**src/rtl/pwm_enable_sequencer.sv**
```systemverilog
// pwm_enable_sequencer
//   Ramps N_CHAINS PWM generator chains up one at a time (ascending index)
//   and back down (descending index) from a single global enable, waiting a
//   programmable number of cycles before each step. A fault kills every chain
//   at the next edge and holds them off until it is acknowledged.
//
// Ports
//   clock, reset      rising-edge clock, synchronous active-high reset
//   enable            global run request (level)
//   fault             fault request (level), overrides everything but reset
//   clear_fault       fault acknowledge; honoured only with enable=0, fault=0
//   step_delay        packed per-chain delays, chain i at [i*COUNTER_WIDTH +: COUNTER_WIDTH]
//   chain_enable      registered per-chain enables (always a thermometer code)
//   sequence_busy     ramping up or down
//   all_running       every chain on, sequence complete
//   fault_latched     held in fault
module pwm_enable_sequencer #(
  parameter int N_CHAINS      = 4,
  parameter int COUNTER_WIDTH = 16
) (
  input  logic                                clock,
  input  logic                                reset,
  input  logic                                enable,
  input  logic                                fault,
  input  logic                                clear_fault,
  input  logic [N_CHAINS*COUNTER_WIDTH-1:0]   step_delay,
  output logic [N_CHAINS-1:0]                 chain_enable,
  output logic                                sequence_busy,
  output logic                                all_running,
  output logic                                fault_latched
);

  localparam int IW = (N_CHAINS > 1) ? $clog2(N_CHAINS) : 1;
  localparam logic [IW-1:0] LAST = IW'(N_CHAINS - 1);

  typedef enum logic [2:0] {IDLE, STARTING, RUNNING, STOPPING, FAULT} state_t;

  state_t                                  state, state_n;
  logic [IW-1:0]                           idx, idx_n;
  logic [COUNTER_WIDTH-1:0]                cnt, cnt_n;
  logic [N_CHAINS-1:0]                     ce_n;
  logic [N_CHAINS-1:0][COUNTER_WIDTH-1:0]  lat;
  logic                                    load;

  always_comb begin
    state_n = state;
    idx_n   = idx;
    cnt_n   = cnt;
    ce_n    = chain_enable;
    load    = 1'b0;
    if (fault) begin
      state_n = FAULT;
      ce_n    = '0;
    end else begin
      case (state)
        IDLE: begin
          if (enable) begin
            // Delays are snapshotted here only; later step_delay edits wait
            // for the next start.
            load    = 1'b1;
            idx_n   = '0;
            cnt_n   = step_delay[0 +: COUNTER_WIDTH];
            state_n = STARTING;
          end
        end
        STARTING: begin
          if (!enable) begin
            // idx points at the next chain to enable, so idx-1 is the
            // highest chain already on.
            if (idx == '0 && !chain_enable[0]) begin
              ce_n    = '0;
              state_n = IDLE;
            end else begin
              idx_n   = idx - 1'b1;
              cnt_n   = lat[idx_n];
              state_n = STOPPING;
            end
          end else if (cnt == '0) begin
            ce_n[idx] = 1'b1;
            if (idx == LAST) begin
              state_n = RUNNING;
            end else begin
              idx_n = idx + 1'b1;
              cnt_n = lat[idx_n];
            end
          end else begin
            cnt_n = cnt - 1'b1;
          end
        end
        RUNNING: begin
          ce_n = '1;
          if (!enable) begin
            idx_n   = LAST;
            cnt_n   = lat[LAST];
            state_n = STOPPING;
          end
        end
        STOPPING: begin
          // enable is deliberately ignored: a stop always runs to IDLE.
          if (cnt == '0) begin
            ce_n[idx] = 1'b0;
            if (idx == '0) begin
              state_n = IDLE;
            end else begin
              idx_n = idx - 1'b1;
              cnt_n = lat[idx_n];
            end
          end else begin
            cnt_n = cnt - 1'b1;
          end
        end
        FAULT: begin
          ce_n = '0;
          if (clear_fault && !enable) state_n = IDLE;
        end
        default: begin
          ce_n    = '0;
          state_n = IDLE;
        end
      endcase
    end
  end

  always_ff @(posedge clock) begin
    if (reset) begin
      state         <= IDLE;
      idx           <= '0;
      cnt           <= '0;
      lat           <= '0;
      chain_enable  <= '0;
      sequence_busy <= 1'b0;
      all_running   <= 1'b0;
      fault_latched <= 1'b0;
    end else begin
      state         <= state_n;
      idx           <= idx_n;
      cnt           <= cnt_n;
      chain_enable  <= ce_n;
      if (load) lat <= step_delay;
      // Status flags decoded from next state so they align with chain_enable.
      sequence_busy <= (state_n == STARTING) || (state_n == STOPPING);
      all_running   <= (state_n == RUNNING);
      fault_latched <= (state_n == FAULT);
    end
  end

endmodule

```
**config.mk**
```make
export PLATFORM = sky130hd
export DESIGN_NAME = pwm_enable_sequencer
export DESIGN_NICKNAME = d
export VERILOG_FILES = /design/src/rtl/pwm_enable_sequencer.sv
export SDC_FILE = /design/constraint.sdc
export NUM_CORES = 1
export LEC_CHECK = 0
export CORE_ASPECT_RATIO = 1.75
export CORE_MARGIN = 4
export CORE_UTILIZATION = 55
export CTS_CLUSTER_DIAMETER = 80
export DETAILED_ROUTE_END_ITERATION = 7
export GPL_TIMING_DRIVEN = 0
export MAX_ROUTING_LAYER = met4
export PLACE_DENSITY = 0.82
export REMOVE_ABC_BUFFERS = 1
export SKIP_CTS_REPAIR_TIMING = 1
export SLEW_MARGIN = 5
export SYNTH_ARGS = -nofsm -noshare
export SYNTH_HDL_FRONTEND = slang
export SYNTH_SLANG_ARGS = --single-unit
```
**constraint.sdc**
```tcl
create_clock -name clock -period 5 [get_ports clock]
set_clock_uncertainty 0.1 [all_clocks]
set_input_delay 0.75 -clock clock [delete_from_list [all_inputs] [get_ports clock]]
set_output_delay 0.75 -clock clock [all_outputs]
set_load 0.01 [all_outputs]
```
==> results of run 1 <==
path summary, 6_finish.rpt:
kind / from / endpoint / slack, ps / depth (start not counted)
max: cnt[4] / cnt[3] / 1450 / 6
min: lat[15] / lat[15] / 370 / 2
max reg2reg: cnt[4] / cnt[3] / 1450 / 6
min reg2reg: lat[15] / lat[15] / 370 / 2
flip-flops by register name, summed over array words and instances (netlist names):
name and flops:
fault_latched 1, lat 64, idx 2, chain_enable 4
state 3, cnt 16, all_running 1, sequence_busy 1
cell families (layout without fill, tap and decap cells):
kind of cell,count (synthesis),after routing,share of synthesized area
compound gates,206,206,0.245
flops,92,92,0.342
simple gates,234,234,0.192
mux,34,34,0.136
xor+xnor,7,7,0.0114
buf+inv,80,122,0.0593
fa+ha+maj,6,6,0.0139
critical path, stage by stage (launching register included):
cell,delay [ps]
dfxtp_1,400
or4_1,830
nor4_4,860
nor2_1,430
a211o_1,350
a221o_1,270
a22o_1,180
layout make-up:
| cell class | instances | area, sq um | area share |
|---|---|---|---|
| multi-input cells | 487 | 3230 | 0.500 |
| inverters | 27 | 101 | 0.0157 |
| clock inverters | 4 | 47.5 | 0.00736 |
| clock buffers | 12 | 256 | 0.0397 |
| flip-flops and latches | 92 | 1840 | 0.285 |
| well taps | 122 | 153 | 0.0236 |
| repair buffers | 79 | 826 | 0.128 |
through the flow:
step	cells	setup slack [ps]	utilization	hold WS, ps
6_report	823	1450	0.678	371
5_1_grt	823	1290	0.678	390
4_1_cts	823	1470	0.678	370
3_5_place_dp	807	1230	0.646	361
3_3_place_gp	803	157	0.637	348
2_1_floorplan	606	945	-	337
routing by layer:
metal  share of wire  vias to the layer above  routed length, um  global-route usage
met5               0                        -                  0                   -
met4           0.041                        0                600               0.133
met3           0.051                       55                756              0.0390
met2            0.54                      196               7910               0.463
met1            0.37                     2436               5500               0.314
li1                -                     2434                  -                   -
synth_stat cells, types with 2 or more instances:
cell type	count
ha_1	6
a221o_1	3
buf_2	3
o221ai_1	5
or3_1	6
a211oi_1	2
buf_1	7
nand2_1	148
or2_2	3
xor2_1	2
o21ai_0	33
nor4_1	5
a21o_1	3
a32o_1	2
o41ai_1	2
nand3_1	9
o2bb2ai_1	3
o31ai_1	4
nor2b_1	4
nor3b_1	3
inv_1	27
buf_6	2
a31oi_1	2
and3_1	2
xnor2_1	5
clkbuf_1	41
nor2_1	32
o211ai_1	6
a21oi_1	94
o21a_1	11
a211o_1	9
mux4_2	31
nand4_1	3
o211a_1	2
mux2i_1	2
or4_1	4
nand2b_1	4
a22o_1	13
dfxtp_1	92
nor3_1	5
report_power, final:
part / internal [mW] / total [mW] / switching (mW)
Combinational: 0.157 / 0.344 / 0.187
Sequential: 0.766 / 0.806 / 0.0403
Clock: 0.413 / 0.692 / 0.279
Total: 1.34 / 1.84 / 0.507
==> impl_metrics.json, run 1 <==
{
  "worst_pin_slew_ps": 1290,
  "layout_commonest_cell": "nand2_1",
  "grt_overflow": 0,
  "grt.total_usage": 0.276,
  "ir_drop_mv": 0.213,
  "finalSetupTns_ps": 0,
  "fp.dieW_um": 82.8,
  "status": "finished, final reports clean",
  "synth_cell_type_count": 59,
  "cts.htree.levels": 3,
  "ys_seq_elements": 92,
  "max_freq_ghz": 0.282,
  "fp.dieArea_sq_um": 11500,
  "antennaDiodeCount": 0,
  "synth_cells": 659,
  "final_nets": 771,
  "ys_seq_area_frac": 0.342,
  "synthFlopType": "dfxtp_1",
  "finalCritPeriodShare": 0.710,
  "crit_fanout": 15,
  "final_area_sq_um": 6460,
  "setup-violations-final": 0,
  "cts_tree": "yes",
  "cp-start-kind": "flip-flop",
  "clk_latency_ps": 350,
  "num_rows": 47,
  "grt_start_max_net_pins": 46,
  "die_h_um": 139,
  "num_io_pins": 76,
  "drcViolationCount": 0,
  "cp.arrival_ps": 3680,
  "yosysTopAreaCell": "dfxtp_1",
  "rsz0062_at_grt": "false",
  "yosysWarnings": 0,
  "mostFrequentLayoutCells": "148 x nand2_1, 94 x a21oi_1, 90 x dfxtp_1",
  "final_max_slew_viol_count": 0,
  "gp_congestion": 0.912,
  "wl_um": 14800,
  "min_period_ps": 3550,
  "grt_pass1_vias": 5114,
  "worst_setup_path_end_kind": "flip-flop",
  "cts_buffer_depth": 2,
  "ant_nets": 0,
  "routedWlPerCell_um": 17.9,
  "drt_pre_antenna_iters": 5,
  "numCtsBuffers": 9,
  "vias_per_cell": 6.22,
  "drt-initial-drc-count": 330,
  "start_util": 0.565,
  "worstHoldPathType": "reg2reg",
  "layout-drive-gt1-share": 0.0970,
  "fillCellCount": 808,
  "cts_sinks": 92,
  "maxSlewHeadroom": 0.139,
  "p_leak_nw": 2.18,
  "synth.area.top_cells": "dfxtp_1 34%, mux4_2 13%, nand2_1 10%",
  "synth.cell_area_sq_um": 5380,
  "synth-edff-count": 0,
  "p_per_area_nw_per_um2": 285,
  "hold_viol_final": 0,
  "grt_first_pass_wirelength_um": 24300,
  "dpl_cell_area_sq_um": 6160,
  "clk_pin_slew_worst_paths_ps": 60,
  "vias": 5121,
  "synth_top_area_frac": 0.342,
  "avgSynthCellArea_sq_um": 8.17,
  "drv_cap": 0,
  "hpwl_um": 10300,
  "clockRootBuffer": "clkbuf_16",
  "area_growth_pct": 20.0,
  "core_sq_um": 9530,
  "power_mw": 1.84,
  "critical_path_class": "reg2reg",
  "antenna_found_initial": 0,
  "critPathRequiredTime_ps": 5130,
  "portBuffers": 75,
  "synthArstFlopShare": 0
}
No activity file was read; power rests on OpenSTA's default activity.
==> run 2: changes to the inputs <==
--- a/config.mk
+++ b/config.mk
@@ -7,12 +7,12 @@
 export LEC_CHECK = 0
 export CORE_ASPECT_RATIO = 1.75
 export CORE_MARGIN = 4
-export CORE_UTILIZATION = 55
+export CORE_UTILIZATION = 50
 export CTS_CLUSTER_DIAMETER = 80
 export DETAILED_ROUTE_END_ITERATION = 7
 export GPL_TIMING_DRIVEN = 0
 export MAX_ROUTING_LAYER = met4
-export PLACE_DENSITY = 0.82
+export PLACE_DENSITY = 0.79
 export REMOVE_ABC_BUFFERS = 1
 export SKIP_CTS_REPAIR_TIMING = 1
 export SLEW_MARGIN = 5
==> constraint.sdc (replaced) <==
create_clock -name clock -period 3 [get_ports clock]
set_clock_uncertainty 0.1 [all_clocks]
set_input_delay 0.45 -clock clock [delete_from_list [all_inputs] [get_ports clock]]
set_output_delay 0.45 -clock clock [all_outputs]
set_load 0.01 [all_outputs]
==> run 2 against run 1 <==
  * Cell area increased by 2.4%
  * Largest power group unchanged
  * Largest cell class unchanged
  * Power increased by 72%
  * Highest routed layer unchanged
  * Worst setup slack got worse by 1400 ps
==> impl_metrics.json, run 2 (synthesis results as in run 1) <==
{
  "fp.dieArea_sq_um": 12600,
  "vias": 5275,
  "fillCellCount": 929,
  "p_per_area_nw_per_um2": 479,
  "worstHoldPathType": "reg2reg",
  "regMostFlops": "lat",
  "clockRootBuffer": "clkbuf_16",
  "worst_pin_slew_ps": 982,
  "drt-initial-drc-count": 478,
  "final_area_sq_um": 6620,
  "status": "finished, final reports clean",
  "worst_setup_path_end_kind": "flip-flop",
  "critical-path-max-stage-delay_ps": 560,
  "num_rows": 49,
  "drv_cap": 0,
  "finalSetupTns_ps": 0,
  "final-instance-count-excl-fill": 837,
  "cp.arrival_ps": 3080,
  "cts_buffer_depth": 2,
  "grt_overflow": 0,
  "fp.dieW_um": 86.4,
  "layout_commonest_cell": "nand2_1",
  "crit_slowest_cell": "or4b_1",
  "max_freq_ghz": 0.345,
  "layout-drive-gt1-share": 0.117,
  "critPathTopFamily": "simple AND/OR/NAND/NOR gates",
  "ant_nets": 0,
  "hpwl_um": 10300,
  "largest_register_ffs": 64,
  "cp-start-kind": "flip-flop",
  "crit_fanout": 5,
  "p_leak_nw": 2.25,
  "start_util": 0.516,
  "finalCritPeriodShare": 0.968,
  "path_cells": "inv_1, ha_1, or4b_1, nor4_4, buf_4, a21oi_1, nor2_1, a221o_1, a22o_1",
  "fin_util": 0.635,
  "num_io_pins": 76,
  "placed_cells": 813,
  "hold_viol_final": 0,
  "grt_first_pass_wirelength_um": 25100,
  "clk_pin_slew_worst_paths_ps": 70,
  "gp_congestion": 0.869,
  "die_h_um": 145,
  "area_growth_pct": 22.9,
  "antenna_found_initial": 0,
  "mostFrequentLayoutCells": "148 x nand2_1, 94 x a21oi_1, 89 x dfxtp_1",
  "portBuffers": 75,
  "dpl_cell_area_sq_um": 6180,
  "setup-violations-final": 0,
  "vias_per_cell": 6.30,
  "routedWlPerCell_um": 18.5,
  "clk_latency_ps": 340,
  "drt_pre_antenna_iters": 5,
  "crit_buf_inv": 2,
  "cts.htree.levels": 3,
  "numCtsBuffers": 9,
  "antennaDiodeCount": 0,
  "grt_pass1_vias": 5268,
  "grt_start_max_net_pins": 44,
  "core_sq_um": 10400,
  "final_max_slew_viol_count": 0,
  "cts_tree": "yes",
  "critical_path_class": "reg2reg",
  "reg.largest.list": "lat x64, cnt x16, chain_enable x4",
  "drcViolationCount": 0,
  "final_nets": 780,
  "maxSlewHeadroom": 0.344,
  "critPathRequiredTime_ps": 3180,
  "grt.total_usage": 0.252,
  "min_period_ps": 2900,
  "wl_um": 15500,
  "cts_sinks": 92,
  "ir_drop_mv": 0.321
}
-- run 2: final cells by class --
cell class,count,area [sq um],area share
clock buffers,11,253,0.0382
multi-input cells,487,3260,0.492
clock inverters,5,58.8,0.00889
inverters,27,101,0.0153
well taps,127,159,0.0240
repair buffers,88,936,0.141
flip-flops and latches,92,1850,0.280
-- run 2: per-layer routing --
| metal | vias up | routed length, um | share of wire | track usage |
|---|---|---|---|---|
| li1 | 2450 | - | - | - |
| met2 | 212 | 8340 | 0.54 | 0.439 |
| met4 | 0 | 485 | 0.031 | 0.106 |
| met1 | 2569 | 5780 | 0.37 | 0.287 |
| met3 | 44 | 902 | 0.058 | 0.0250 |
| met5 | - | 0 | 0 | - |
-- run 2: path summary, 6_finish.rpt --
path                 end  cells after the start    from  slack [ps]
setup / recovery  cnt[7]                      9  cnt[0]         100
hold reg to reg   lat[4]                      2  lat[4]         370
setup reg to reg  cnt[7]                      9  cnt[0]         100
hold / removal    lat[4]                      2  lat[4]         370
-- run 2: worst min-delay path, cell delays in order (launching register included) --
cell and delay (ps):
dfxtp_1 320, nand2_1 60, a21oi_1 50
-- run 2: per-stage QoR --
stage / setup WS (ps) / hold slack (ps) / total power, mW
2_1_floorplan: -1060 / 337 / 1.69
3_5_place_dp: -499 / 361 / 1.94
5_1_grt: -2.31 / 397 / 3.27
6_report: 97.3 / 374 / 3.17
4_1_cts: -568 / 372 / 3.11
3_3_place_gp: -1850 / 348 / 1.92
-- run 2: power by group --
group	switching [mW]	total, mW	internal (mW)
clock	0.491	1.18	0.693
sequential	0.0682	1.34	1.28
combinational	0.336	0.640	0.304
==> run 3: changes to the inputs <==
--- a/config.mk
+++ b/config.mk
@@ -15,7 +15,6 @@
 export PLACE_DENSITY = 0.79
 export REMOVE_ABC_BUFFERS = 1
 export SKIP_CTS_REPAIR_TIMING = 1
-export SLEW_MARGIN = 5
 export SYNTH_ARGS = -nofsm -noshare
 export SYNTH_HDL_FRONTEND = slang
 export SYNTH_SLANG_ARGS = --single-unit
==> run 3 against run 2 <==
  * Flip-flop and latch count unchanged
  * Worst hold slack got worse by 7.3 ps
  * Global-route usage decreased by 0.76 points
  * Count of clock-buffer cells in the layout unchanged
  * Via count decreased by 1.5%
  * Sequential power about the same
  * Sequential share of layout area about the same
  * Critical path depth decreased by 3
  * Routed wire length decreased by 1.8%
  * Utilization decreased by 0.084 points
  * Cell count decreased by 0.36%
  * Largest power group unchanged
  * Non-clock buffer count decreased by 2
==> impl_metrics.json, run 3 (synthesis results as in run 1) <==
{
  "vias_per_cell": 6.23,
  "largest_register_ffs": 64,
  "hold_viol_final": 0,
  "clk_latency_ps": 340,
  "final_max_slew_viol_count": 0,
  "clk_pin_slew_worst_paths_ps": 60,
  "r2r_setup_slack_ps": 130,
  "hpwl_um": 10200,
  "cts_buffer_depth": 2,
  "critical-path-max-stage-delay_ps": 700,
  "p_leak_nw": 2.24,
  "die_h_um": 145,
  "vias": 5197,
  "portBuffers": 75,
  "cp.depth": 6,
  "cp-start-kind": "flip-flop",
  "whs_path_depth": 2,
  "layout_commonest_cell": "nand2_1",
  "critical_path_class": "reg2reg",
  "layout-drive-gt1-share": 0.113,
  "critPathRequiredTime_ps": 3130,
  "worst_slack_ps": 132,
  "core_sq_um": 10400,
  "path_cells": "or4_4, or4_4, a32oi_4, a21oi_4, o21a_1, a22o_1",
  "start_util": 0.516,
  "drt_pre_antenna_iters": 6,
  "min_period_ps": 2870,
  "drcViolationCount": 0,
  "cpMostUsedCell": "or4_4",
  "antennaDiodeCount": 0,
  "clockRootBuffer": "clkbuf_16",
  "worst_setup_path_end_kind": "flip-flop",
  "grt_overflow": 0,
  "worstHoldStart": "lat[4]",
  "mostFrequentLayoutCells": "148 x nand2_1, 93 x a21oi_1, 89 x dfxtp_1",
  "worst_pin_slew_ps": 983,
  "antenna_found_initial": 0,
  "num_rows": 49,
  "max_freq_ghz": 0.349,
  "worstSetupStartpoint": "cnt[4]",
  "crit_slowest_cell": "or4_4",
  "wl_um": 15200,
  "regMostFlops": "lat",
  "r2r_cells": 6,
  "cts_tree": "yes",
  "grt_first_pass_wirelength_um": 24400,
  "status": "finished, final reports clean",
  "r2r_start": "cnt[4]",
  "grt.total_usage": 0.244,
  "reg.largest.list": "lat x64, cnt x16, chain_enable x4",
  "power_mw": 3.19,
  "maxSlewHeadroom": 0.344,
  "fp.dieW_um": 86.4,
  "fp.dieArea_sq_um": 12600,
  "numCtsBuffers": 9,
  "area_growth_pct": 22.7,
  "ir_drop_mv": 0.302,
  "crit_fanout": 17,
  "ant_nets": 0,
  "grt_pass1_vias": 5175,
  "finalCritPeriodShare": 0.956,
  "drt-initial-drc-count": 437,
  "worstReg2RegEnd": "cnt[14]",
  "critPathTopFamily": "simple AND/OR/NAND/NOR gates",
  "cp.arrival_ps": 3000,
  "cts.htree.levels": 3,
  "gp_congestion": 0.869,
  "worstHoldPathType": "reg2reg",
  "pre_cts_ws_ps": -778,
  "final_nets": 778,
  "rsz0062_at_grt": "false",
  "cts_sinks": 92,
  "setup-violations-final": 0,
  "p_per_area_nw_per_um2": 483,
  "crit_buf_inv": 0,
  "min_to": "lat[4]",
  "routedWlPerCell_um": 18.3,
  "grt_start_max_net_pins": 44,
  "num_io_pins": 76,
  "drv_cap": 0
}
## run 3: per-layer routing
metal	wire length [um]	share of wire	track usage	vias to the layer above
met5	0	0	-	-
met4	492	0.032	0.107	0
met1	5860	0.39	0.280	2520
met2	8130	0.53	0.420	190
met3	734	0.048	0.0284	47
li1	-	-	-	2440
## run 3: stage by stage
step	hold slack, ps	setup TNS, ps	area [sq um]	util	cells
after global placement	348	-116560	6070	0.583	808
final	367	0	6610	0.634	834
after floorplan	337	-14960	5160	-	606
after global routing	396	0	6610	0.634	834
after detailed placement	360	-14000	6160	0.591	812
after CTS	369	-11620	6480	0.621	827
## run 3: worst max path at each step
stage | slack [ps] | to
6_report | 130 | cnt[14]
5_1_grt | 50 | cnt[15]
4_1_cts | -790 | cnt[13]
3_5_place_dp | -780 | cnt[13]
3_3_place_gp | -1850 | cnt[12]
2_1_floorplan | -1060 | cnt[12]
## run 3: where the power goes
| part | leakage [nW] | internal, mW | switching (mW) |
|---|---|---|---|
| sequential | 0.751 | 1.28 | 0.0675 |
| combinational | 1.33 | 0.299 | 0.333 |
| clock | 0.156 | 0.749 | 0.470 |
| total | 2.24 | 2.32 | 0.870 |
## run 3: final cells by class
class	instances	area [sq um]
sequential	92	1850
clock buffer	11	243
inverter	27	101
multi-input combinational	487	3270
tap	127	159
fill	924	3820
timing repair buffer	86	913
clock inverter	4	73.8
## run 3: tightest hold or removal path, delay by kind of cell (launching register included)
kind	cells	cell delay [ps]
AND/OR/NAND/NOR	1	50
AO/OA/AOI/OAI	1	50
flip-flops	1	320
